## src/rtl/usb_tx_packet_engine.sv

```systemverilog
// USB full-speed transmit engine: SYNC, PID, payload, optional CRC16, bit stuffing, NRZI and EOP.
// Define USB_TX_CRC16_EN to append the CRC16 trailer to DATA packets.
module usb_tx_packet_engine #(
  parameter int DATA_WIDTH   = 16,
  parameter int MAX_WORDS    = 16,
  parameter int CLKS_PER_BIT = 8
) (
  input  logic                           clk,
  input  logic                           n_rst,
  input  logic [DATA_WIDTH-1:0]          tx_data,
  input  logic [$clog2(MAX_WORDS+1)-1:0] word_count,
  input  logic                           transmit_start,
  input  logic                           transmit_empty,
  output logic                           read_enable,
  output logic                           d_plus_out,
  output logic                           d_minus_out,
  output logic                           busy,
  output logic                           tx_error
);
  localparam int WCW = $clog2(MAX_WORDS+1);
  localparam int BPW = DATA_WIDTH / 8;
  localparam int SW  = (DATA_WIDTH > 16) ? DATA_WIDTH : 16;
  localparam int LW  = $clog2(SW+1);
  localparam int CW  = $clog2(CLKS_PER_BIT);
  localparam logic [WCW-1:0] MAX_WC   = WCW'(MAX_WORDS);
  localparam logic [CW-1:0]  LAST_CLK = CW'(CLKS_PER_BIT-1);

  typedef enum logic [2:0] {IDLE, SYNC, PID, DATA, CRC, EOP} state_t;

  state_t         state, state_next;
  logic [CW-1:0]  clk_cnt;
  logic [SW-1:0]  shreg;
  logic [LW-1:0]  bits_left;
  logic [WCW-1:0] words_left;
  logic [7:0]     pid_reg;
  logic [2:0]     ones;
  logic [1:0]     eop_cnt;

  logic          tick, stuff_due, start_ok, err_set, capture;
  logic          shift, load, emit, emit_bit, data_bit, want_crc;
  logic [SW-1:0] load_val;
  logic [LW-1:0] load_len;
  logic [1:0]    line_next;
  logic [15:0]   crc_field;

  // Reordering bytes lets a whole word go out LSB-first: MS byte first, each byte LSB-first.
  function automatic logic [DATA_WIDTH-1:0] byte_rev(input logic [DATA_WIDTH-1:0] w);
    logic [DATA_WIDTH-1:0] r;
    r = '0;
    for (int j = 0; j < BPW; j++) r[8*j +: 8] = w[DATA_WIDTH-1-8*j -: 8];
    return r;
  endfunction

  assign tick      = (state != IDLE) && (clk_cnt == LAST_CLK);
  assign stuff_due = (ones == 3'd6);
  assign busy      = (state != IDLE);

  always_comb begin
    state_next = state;
    start_ok   = 1'b0;
    err_set    = 1'b0;
    capture    = 1'b0;
    shift      = 1'b0;
    load       = 1'b0;
    load_val   = '0;
    load_len   = '0;
    emit       = 1'b0;
    emit_bit   = 1'b0;
    data_bit   = 1'b0;
    case (state)
      IDLE: begin
        if (transmit_start) begin
          if ((tx_data[1:0] == 2'b11) && (word_count > MAX_WC)) begin
            err_set = 1'b1;
          end else begin
            start_ok   = 1'b1;
            load       = 1'b1;
            load_val   = SW'(8'h80);
            load_len   = LW'(8);
            state_next = SYNC;
          end
        end
      end
      SYNC, PID, DATA, CRC: begin
        // A field's first bit comes straight from its source at the boundary that starts it.
        if (tick) begin
          if (stuff_due) begin
            emit     = 1'b1;
            emit_bit = 1'b0;
          end else if (bits_left != '0) begin
            shift    = 1'b1;
            data_bit = (state == DATA);
          end else if (state == SYNC) begin
            load       = 1'b1;
            load_val   = SW'(pid_reg);
            load_len   = LW'(8);
            state_next = PID;
          end else if ((state == PID || state == DATA) && words_left != '0) begin
            if (transmit_empty) begin
              err_set    = 1'b1;
              state_next = EOP;
            end else begin
              capture    = 1'b1;
              load       = 1'b1;
              load_val   = SW'(byte_rev(tx_data));
              load_len   = LW'(DATA_WIDTH);
              data_bit   = 1'b1;
              state_next = DATA;
            end
          end else if (state != CRC && want_crc) begin
            load       = 1'b1;
            load_val   = SW'(crc_field);
            load_len   = LW'(16);
            state_next = CRC;
          end else begin
            state_next = EOP;
          end
        end
      end
      EOP: begin
        if (tick && eop_cnt == 2'd2) state_next = IDLE;
      end
      default: state_next = IDLE;
    endcase

    if (load) begin
      emit     = 1'b1;
      emit_bit = load_val[0];
    end else if (shift) begin
      emit     = 1'b1;
      emit_bit = shreg[0];
    end

    line_next = {d_plus_out, d_minus_out};
    if (emit && !emit_bit) line_next = ~line_next;
    if (state != EOP && state_next == EOP) line_next = 2'b00;
    if (state == EOP && tick && eop_cnt == 2'd1) line_next = 2'b10;
  end

  always_ff @(posedge clk or negedge n_rst) begin
    if (!n_rst) state <= IDLE;
    else        state <= state_next;
  end

  always_ff @(posedge clk or negedge n_rst) begin
    if (!n_rst) begin
      clk_cnt     <= '0;
      shreg       <= '0;
      bits_left   <= '0;
      words_left  <= '0;
      pid_reg     <= '0;
      ones        <= '0;
      eop_cnt     <= '0;
      d_plus_out  <= 1'b1;
      d_minus_out <= 1'b0;
      read_enable <= 1'b0;
      tx_error    <= 1'b0;
    end else begin
      clk_cnt <= (state == IDLE || tick) ? '0 : clk_cnt + CW'(1);
      if (load) begin
        shreg     <= load_val >> 1;
        bits_left <= load_len - LW'(1);
      end else if (shift) begin
        shreg     <= shreg >> 1;
        bits_left <= bits_left - LW'(1);
      end
      if (start_ok) begin
        pid_reg    <= tx_data[7:0];
        words_left <= (tx_data[1:0] == 2'b11) ? word_count : '0;
      end else if (capture) begin
        words_left <= words_left - WCW'(1);
      end
      if (emit) ones <= emit_bit ? ones + 3'd1 : 3'd0;
      eop_cnt <= (state != EOP) ? 2'd0 : (tick ? eop_cnt + 2'd1 : eop_cnt);
      {d_plus_out, d_minus_out} <= line_next;
      read_enable <= start_ok | capture;
      if (start_ok)     tx_error <= 1'b0;
      else if (err_set) tx_error <= 1'b1;
    end
  end

`ifdef USB_TX_CRC16_EN
  // Reflected form of polynomial 0x8005, so the complemented register goes out LSB-first.
  logic [15:0] crc;
  logic        is_data;

  always_ff @(posedge clk or negedge n_rst) begin
    if (!n_rst) begin
      crc     <= 16'hFFFF;
      is_data <= 1'b0;
    end else if (start_ok) begin
      crc     <= 16'hFFFF;
      is_data <= (tx_data[1:0] == 2'b11);
    end else if (data_bit) begin
      crc <= {1'b0, crc[15:1]} ^ ((crc[0] ^ emit_bit) ? 16'hA001 : 16'h0000);
    end
  end

  assign want_crc  = is_data;
  assign crc_field = ~crc;
`else
  logic unused_crc;
  assign unused_crc = data_bit;
  assign want_crc   = 1'b0;
  assign crc_field  = 16'h0000;
`endif

endmodule

```

## config.mk

```make
export PLATFORM = sky130hd
export DESIGN_NAME = usb_tx_packet_engine
export DESIGN_NICKNAME = d
export VERILOG_FILES = /design/src/rtl/usb_tx_packet_engine.sv
export SDC_FILE = /design/constraint.sdc
export NUM_CORES = 1
export LEC_CHECK = 0
export CAP_MARGIN = 20
export CORE_ASPECT_RATIO = 1.5
export CORE_MARGIN = 5
export CORE_UTILIZATION = 58
export CTS_BUF_LIST = sky130_fd_sc_hd__clkbuf_4
export CTS_CLUSTER_DIAMETER = 200
export DETAILED_ROUTE_END_ITERATION = 8
export GPL_TIMING_DRIVEN = 1
export HOLD_SLACK_MARGIN = 0.12
export PLACE_DENSITY = 0.83
export SETUP_SLACK_MARGIN = 0.02
export SYNTH_ARGS = -nofsm -noshare
export SYNTH_HDL_FRONTEND = slang
export SYNTH_SLANG_ARGS = --single-unit
export TNS_END_PERCENT = 20
```

## constraint.sdc

```tcl
create_clock -name clk -period 4.73 [get_ports clk]
set_clock_uncertainty 0.15 [all_clocks]
set_input_delay 1.1825 -clock clk [delete_from_list [all_inputs] [get_ports clk]]
set_output_delay 1.1825 -clock clk [all_outputs]
set_load 0.1 [all_outputs]
```

---- Word level (Yosys, flattened, before mapping) ----
Index checks and enable logic that the tools add are counted.
Widths: inputs -> output; s select.
operators by class
  bitwise operators ....................... 2
  $lt $le $gt $ge ......................... 1
  muxes and demuxes ....................... 79
  divide/modulo/power cells ............... 0
  multiply operators ...................... 0
  equal/unequal tests ..................... 12
  reduce and logical (&&, ||, !) cells .... 21
  shifts and indexed selects .............. 0
  add/subtract/negate cells ............... 6
operators with widths
  operator             number
  $mux 16              8
  $mux 5               11
  $mux 1               35
  $mux 3               11
  $pmux 16 s2          1
  $mux 8               2
  $eq 3x3->1 const B   5
  $sub 5x1->5 const B  3
  $mux 2               5
  $pmux 5 s2           1
  $reduce_bool 5->1    2
  $pmux 3 s3           1
  $logic_and 1x1->1    8
  $mux 4               2
  $reduce_bool 2->1    4
  $add 3x1->3 const B  2
  $eq 3x2->1 const B   2
  $reduce_bool 3->1    2
  $gt 5x5->1 const B   1
  $eq 2x2->1 const B   2
  $pmux 1 s2           2
  $reduce_or 4->1      1
  $eq 3x1->1 const B   1
  $logic_not 3->1      1
  7 further kinds      8
word-level totals
  word-level logic and storage cells ...... 133
  output and inout bits ................... 5
  input bits .............................. 25
  bits in writable memories ............... 0
  register bits after elaboration ......... 49
  memories kept ........................... 0
  latch bits .............................. 0
  ROM bits ................................ 0

---- Longest topological paths before layout ----
  depth after elaboration ................. 15
  mapped depth ............................ 12
  mapped depth without buffers ............ 11

---- Worst setup path before layout ----
Ideal clock, no wire load.
  kind .................................... input to register
  start ................................... input word_count[0]
  end ..................................... register bits_left[4]
  data required time ...................... 4514 ps
  setup slack ............................. 1352 ps
  library setup time ...................... 66 ps
  stages on the path ...................... 9
  arrival time ............................ 3163 ps
  buffers on the path ..................... 1
  path through ............................ nor4_1 o211a_1 buf_2 nor2_1 nand2_1 ha_1 or4b_2 a21oi_1 o221a_2
between the ends
  longest elaborated chain between the ends .. 7
  elaborated cells on any way between the ends .. 11
  those cells by class .................... add/sub: 1; order compare: 1; mux: 7; reduce/logical: 2
ends and longest elaborated chain
  element               RTL line  RTL
  start, declared       11        input logic [$clog2(MAX_WORDS+1)-1:0] word_count,
  $gt 5x5->1 *          73        if ((tx_data[1:0] == 2'b11) && (word_count > MAX_WC)) begin
  $logic_and 1x1->1 *   73
  $mux 4                73
  $mux 4                72        if (transmit_start) begin
  $pmux 5 s2            70        case (state)
  $sub 5x1->5           162       bits_left <= load_len - LW'(1);
  $mux 5                160       if (load) begin
  end signal, assigned  162
  end signal, assigned  165       bits_left <= bits_left - LW'(1);
  end, declared         33        logic [LW-1:0] bits_left;
Every way passes the cells marked *; elsewhere a longest branch is shown, timed or not.
A chain may end at the register's enable or synchronous reset.

---- Worst setup path after layout ----
  start ................................... register state[1]
  end ..................................... output busy
between the ends
  longest elaborated chain between the ends .. 1
ends and longest elaborated chain
  element                 RTL line  RTL
  start, declared         30        state_t state, state_next;
  start signal, assigned  142       else state <= state_next;
  $reduce_bool 3->1       56        assign busy = (state != IDLE);
  end, declared           17        output logic busy,
No other way between the ends.

==> results.py <==
metrics = {
    "outcome": {
        "status": "finished, final reports clean",
    },
    "cts": {
        "clock_sinks": 48,
        "htree_levels": 2,
        "cts.repair.resized": 0,
        "cts_inserted_buffers": 5,
        "clockBufferDepth": 2,
        "cts_tree": "yes",
        "ctsHoldBuffers": 0,
        "clk_pin_slew_worst_paths_ns": 0.12,
        "cts_setup_buffers": 0,
        "cts_root_buf": "clkbuf_4",
        "clk_latency_ns": 0.37,
    },
    "sta": {
        "timing.fmax_mhz": 270,
        "tns_ns": 0,
        "worst_pin_slew_ns": 0.974,
        "fin_crit_sh": 0.784,
        "setup_violations": 0,
        "final_max_slew_viol_count": 0,
        "rsz0062_at_grt": "false",
        "slew_headroom": 0.349,
        "hold_viol_final": 0,
        "post-route-min-period_ns": 3.71,
    },
    "critical_path": {
        "cp.required_ns": 3.40,
        "cp-endpoint": "busy",
        "crit_cells": 4,
        "cp-end-kind": "output pin",
        "crit_path_cell_trace": "nor3_1 > buf_4 > inv_1 > clkdlybuf4s50_1",
        "crit_start": "state[1]$_DFF_PN0_",
        "worstSetupPathType": "reg -> out",
        "ff2ff_setup_slack_ns": 1.23,
        "start_kind": "register",
        "crit_buf_inv": 3,
        "reg2reg_depth": 10,
        "worst_ep_arrival_time_ns": 2.38,
        "crit_slowest_cell": "clkdlybuf4s50_1",
        "critPathTopFamily": "buffers and inverters",
        "critPathMaxStageDelay_ns": 1.14,
        "r2r_start": "bits_left[1]$_DFFE_PN0P_",
        "critPathMaxFanout": 10,
        "worstReg2RegEnd": "bits_left[4]$_DFFE_PN0P_",
    },
    "logic_synthesis": {
        "yosys.area.top_type": "dfrtp_1",
        "postSynthAreaPerCell_um2": 9.87,
        "synth-edff-count": 0,
        "ys_async_sr_fraction": 1.00,
        "syn_inst": 253,
        "yosysUniqueCellTypes": 57,
        "syn-cell-area_um2": 2500,
        "synth_flop_cell": "dfrtp_1",
        "yosys.area.top_type_share": 0.471,
        "synth_nets": 287,
        "yosys_warnings": 0,
        "synth.yosys.seq_area_share": 0.481,
        "synth_area_leaders": "dfrtp_1, nand2_1, ha_1",
        "ys_seq_elements": 48,
    },
    "floorplanning": {
        "core_um2": 4210,
        "initial_core_util": 0.593,
        "ios": 30,
        "num_rows": 29,
        "dieWidth_um": 63.6,
        "die_h_um": 90.4,
        "die_area_um2": 5740,
    },
    "final_layout": {
        "multi_input_area_um2": 1190,
        "num_antenna_cells": 0,
        "final_common_cell": "dfrtp_1",
        "final_cell_mix": "dfrtp_1, nand2_1, clkdlybuf4s50_1, o21ai_0, nor2_1",
        "regArea_um2": 1200,
        "n_fill_cell": 345,
        "nets": 317,
        "drive_gt1_frac": 0.102,
        "largest_register_ffs": 15,
        "syn_to_final_growth_pct": 15.9,
    },
    "drt": {
        "wirelength_um": 5230,
        "vias_per_cell": 6.06,
        "drc_errors": 0,
        "antenna_left": 0,
        "dr.pass1.iters": 4,
        "drt_iter0_markers": 97,
        "post_drt_wl_per_cell_um": 15.9,
        "vias": 1999,
    },
    "placed_design": {
        "hpwl_um": 3880,
        "port_buffers": 29,
        "gp_congestion": 0.865,
    },
    "pwr": {
        "leakage_uw": 0.00125,
        "p_total_uw": 1440,
        "peakVddDrop_v": 0.000420,
        "power.density_nw_per_um2": 498,
    },
    "grt": {
        "gr-total-overflow": 0,
        "grt_usage": 0.189,
        "grt_pass1_vias": 1984,
        "antenna_found_initial": 0,
        "grt_max_degree": 49,
        "grt_pass1_wl_um": 8830,
    },
    "flow_run": {
        "drv_cap": 0,
    },
    "hold_path": {
        "hold_class": "reg -> reg",
    },
}
[synth_stat cells, drive strengths merged, types with 2 or more instances]
| cell type | count |
|---|---|
| a21oi | 11 |
| a221o | 6 |
| a221oi | 3 |
| a22o | 7 |
| a22oi | 6 |
| a31oi | 3 |
| and2 | 5 |
| and3 | 2 |
| buf | 7 |
| clkbuf | 5 |
| dfrtp | 47 |
| ha | 9 |
| inv | 11 |
| nand2 | 40 |
| nand2b | 2 |
| nand3 | 8 |
| nand4 | 2 |
| nor2 | 13 |
| nor3 | 7 |
| nor3b | 2 |
| nor4 | 4 |
| o211ai | 3 |
| o21ai | 20 |
| or3 | 2 |
| or4 | 2 |
| or4b | 2 |
| xnor2 | 3 |
| xor2 | 3 |
[worst min path at each step]
stage	from	to	slack, ns	cells past startpoint
finish	clk_cnt[0]$_DFF_PN0_	clk_cnt[0]$_DFF_PN0_	0.30	1
global route	clk_cnt[0]$_DFF_PN0_	clk_cnt[0]$_DFF_PN0_	0.34	1
CTS	clk_cnt[0]$_DFF_PN0_	clk_cnt[0]$_DFF_PN0_	0.31	1
detailed placement	clk_cnt[0]$_DFF_PN0_	clk_cnt[0]$_DFF_PN0_	0.29	1
global placement	clk_cnt[0]$_DFF_PN0_	clk_cnt[0]$_DFF_PN0_	0.28	1
floorplan	clk_cnt[0]$_DFF_PN0_	clk_cnt[0]$_DFF_PN0_	0.26	1
[stage by stage]
stage	cell area, um^2	hold WS, ns	cells	util	setup slack (ns)
floorplan	2500	0.265	253	-	1.35
global placement	2820	0.282	321	0.669	0.943
detailed placement	2820	0.293	321	0.669	0.897
CTS	2870	0.310	329	0.683	1.04
global route	2890	0.336	330	0.688	0.938
finish	2890	0.302	330	0.688	1.02
[layer usage]
metal / part of all wire / up-vias / routed length (um) / GRT usage
met3: 0.039 / 16 / 206 / 0.0311
met4: 0.030 / 0 / 157 / 0.0919
met2: 0.53 / 47 / 2800 / 0.330
met1: 0.40 / 956 / 2070 / 0.220
met5: 0 / - / 0 / 0
li1: - / 980 / - / -
[logic make-up (layout without fill, tap and decap cells)]
kind of cell / Yosys count / count (layout) / share of synthesized area
adders and majority gates: 9 / 9 / 0.0451
and+or+nand+nor: 95 / 95 / 0.203
DFF: 48 / 48 / 0.481
xor gates and xnor gates: 6 / 6 / 0.0210
AOI/OAI and AO/OA: 71 / 71 / 0.204
muxes: 1 / 1 / 0.00401
buffers and inverters: 23 / 54 / 0.0411
[worst register-to-register path, cell delays in order, from the launching register on]
cell and delay (ns):
dfrtp_1 0.43, or4_1 0.70, or4_4 0.57, nor2_4 0.17, nor2_1 0.06, buf_4 0.17, nand2_1 0.08, ha_1 0.17
or4b_2 0.61, a21oi_1 0.17, o221a_2 0.20
[area by class of cell]
class / instances / area share
clock inverters: 1 / 0.00173
flip-flops and latches: 48 / 0.415
repair buffers: 35 / 0.118
multi-input cells: 182 / 0.412
clock buffers: 7 / 0.0182
well taps: 46 / 0.0199
inverters: 11 / 0.0143
[power breakdown]
group          total (uW)  internal (uW)  switching (uW)
clock network         194           69.6             125
logic                 597            228             369
registers             651            545             106
(Power assumes the default switching activity.)
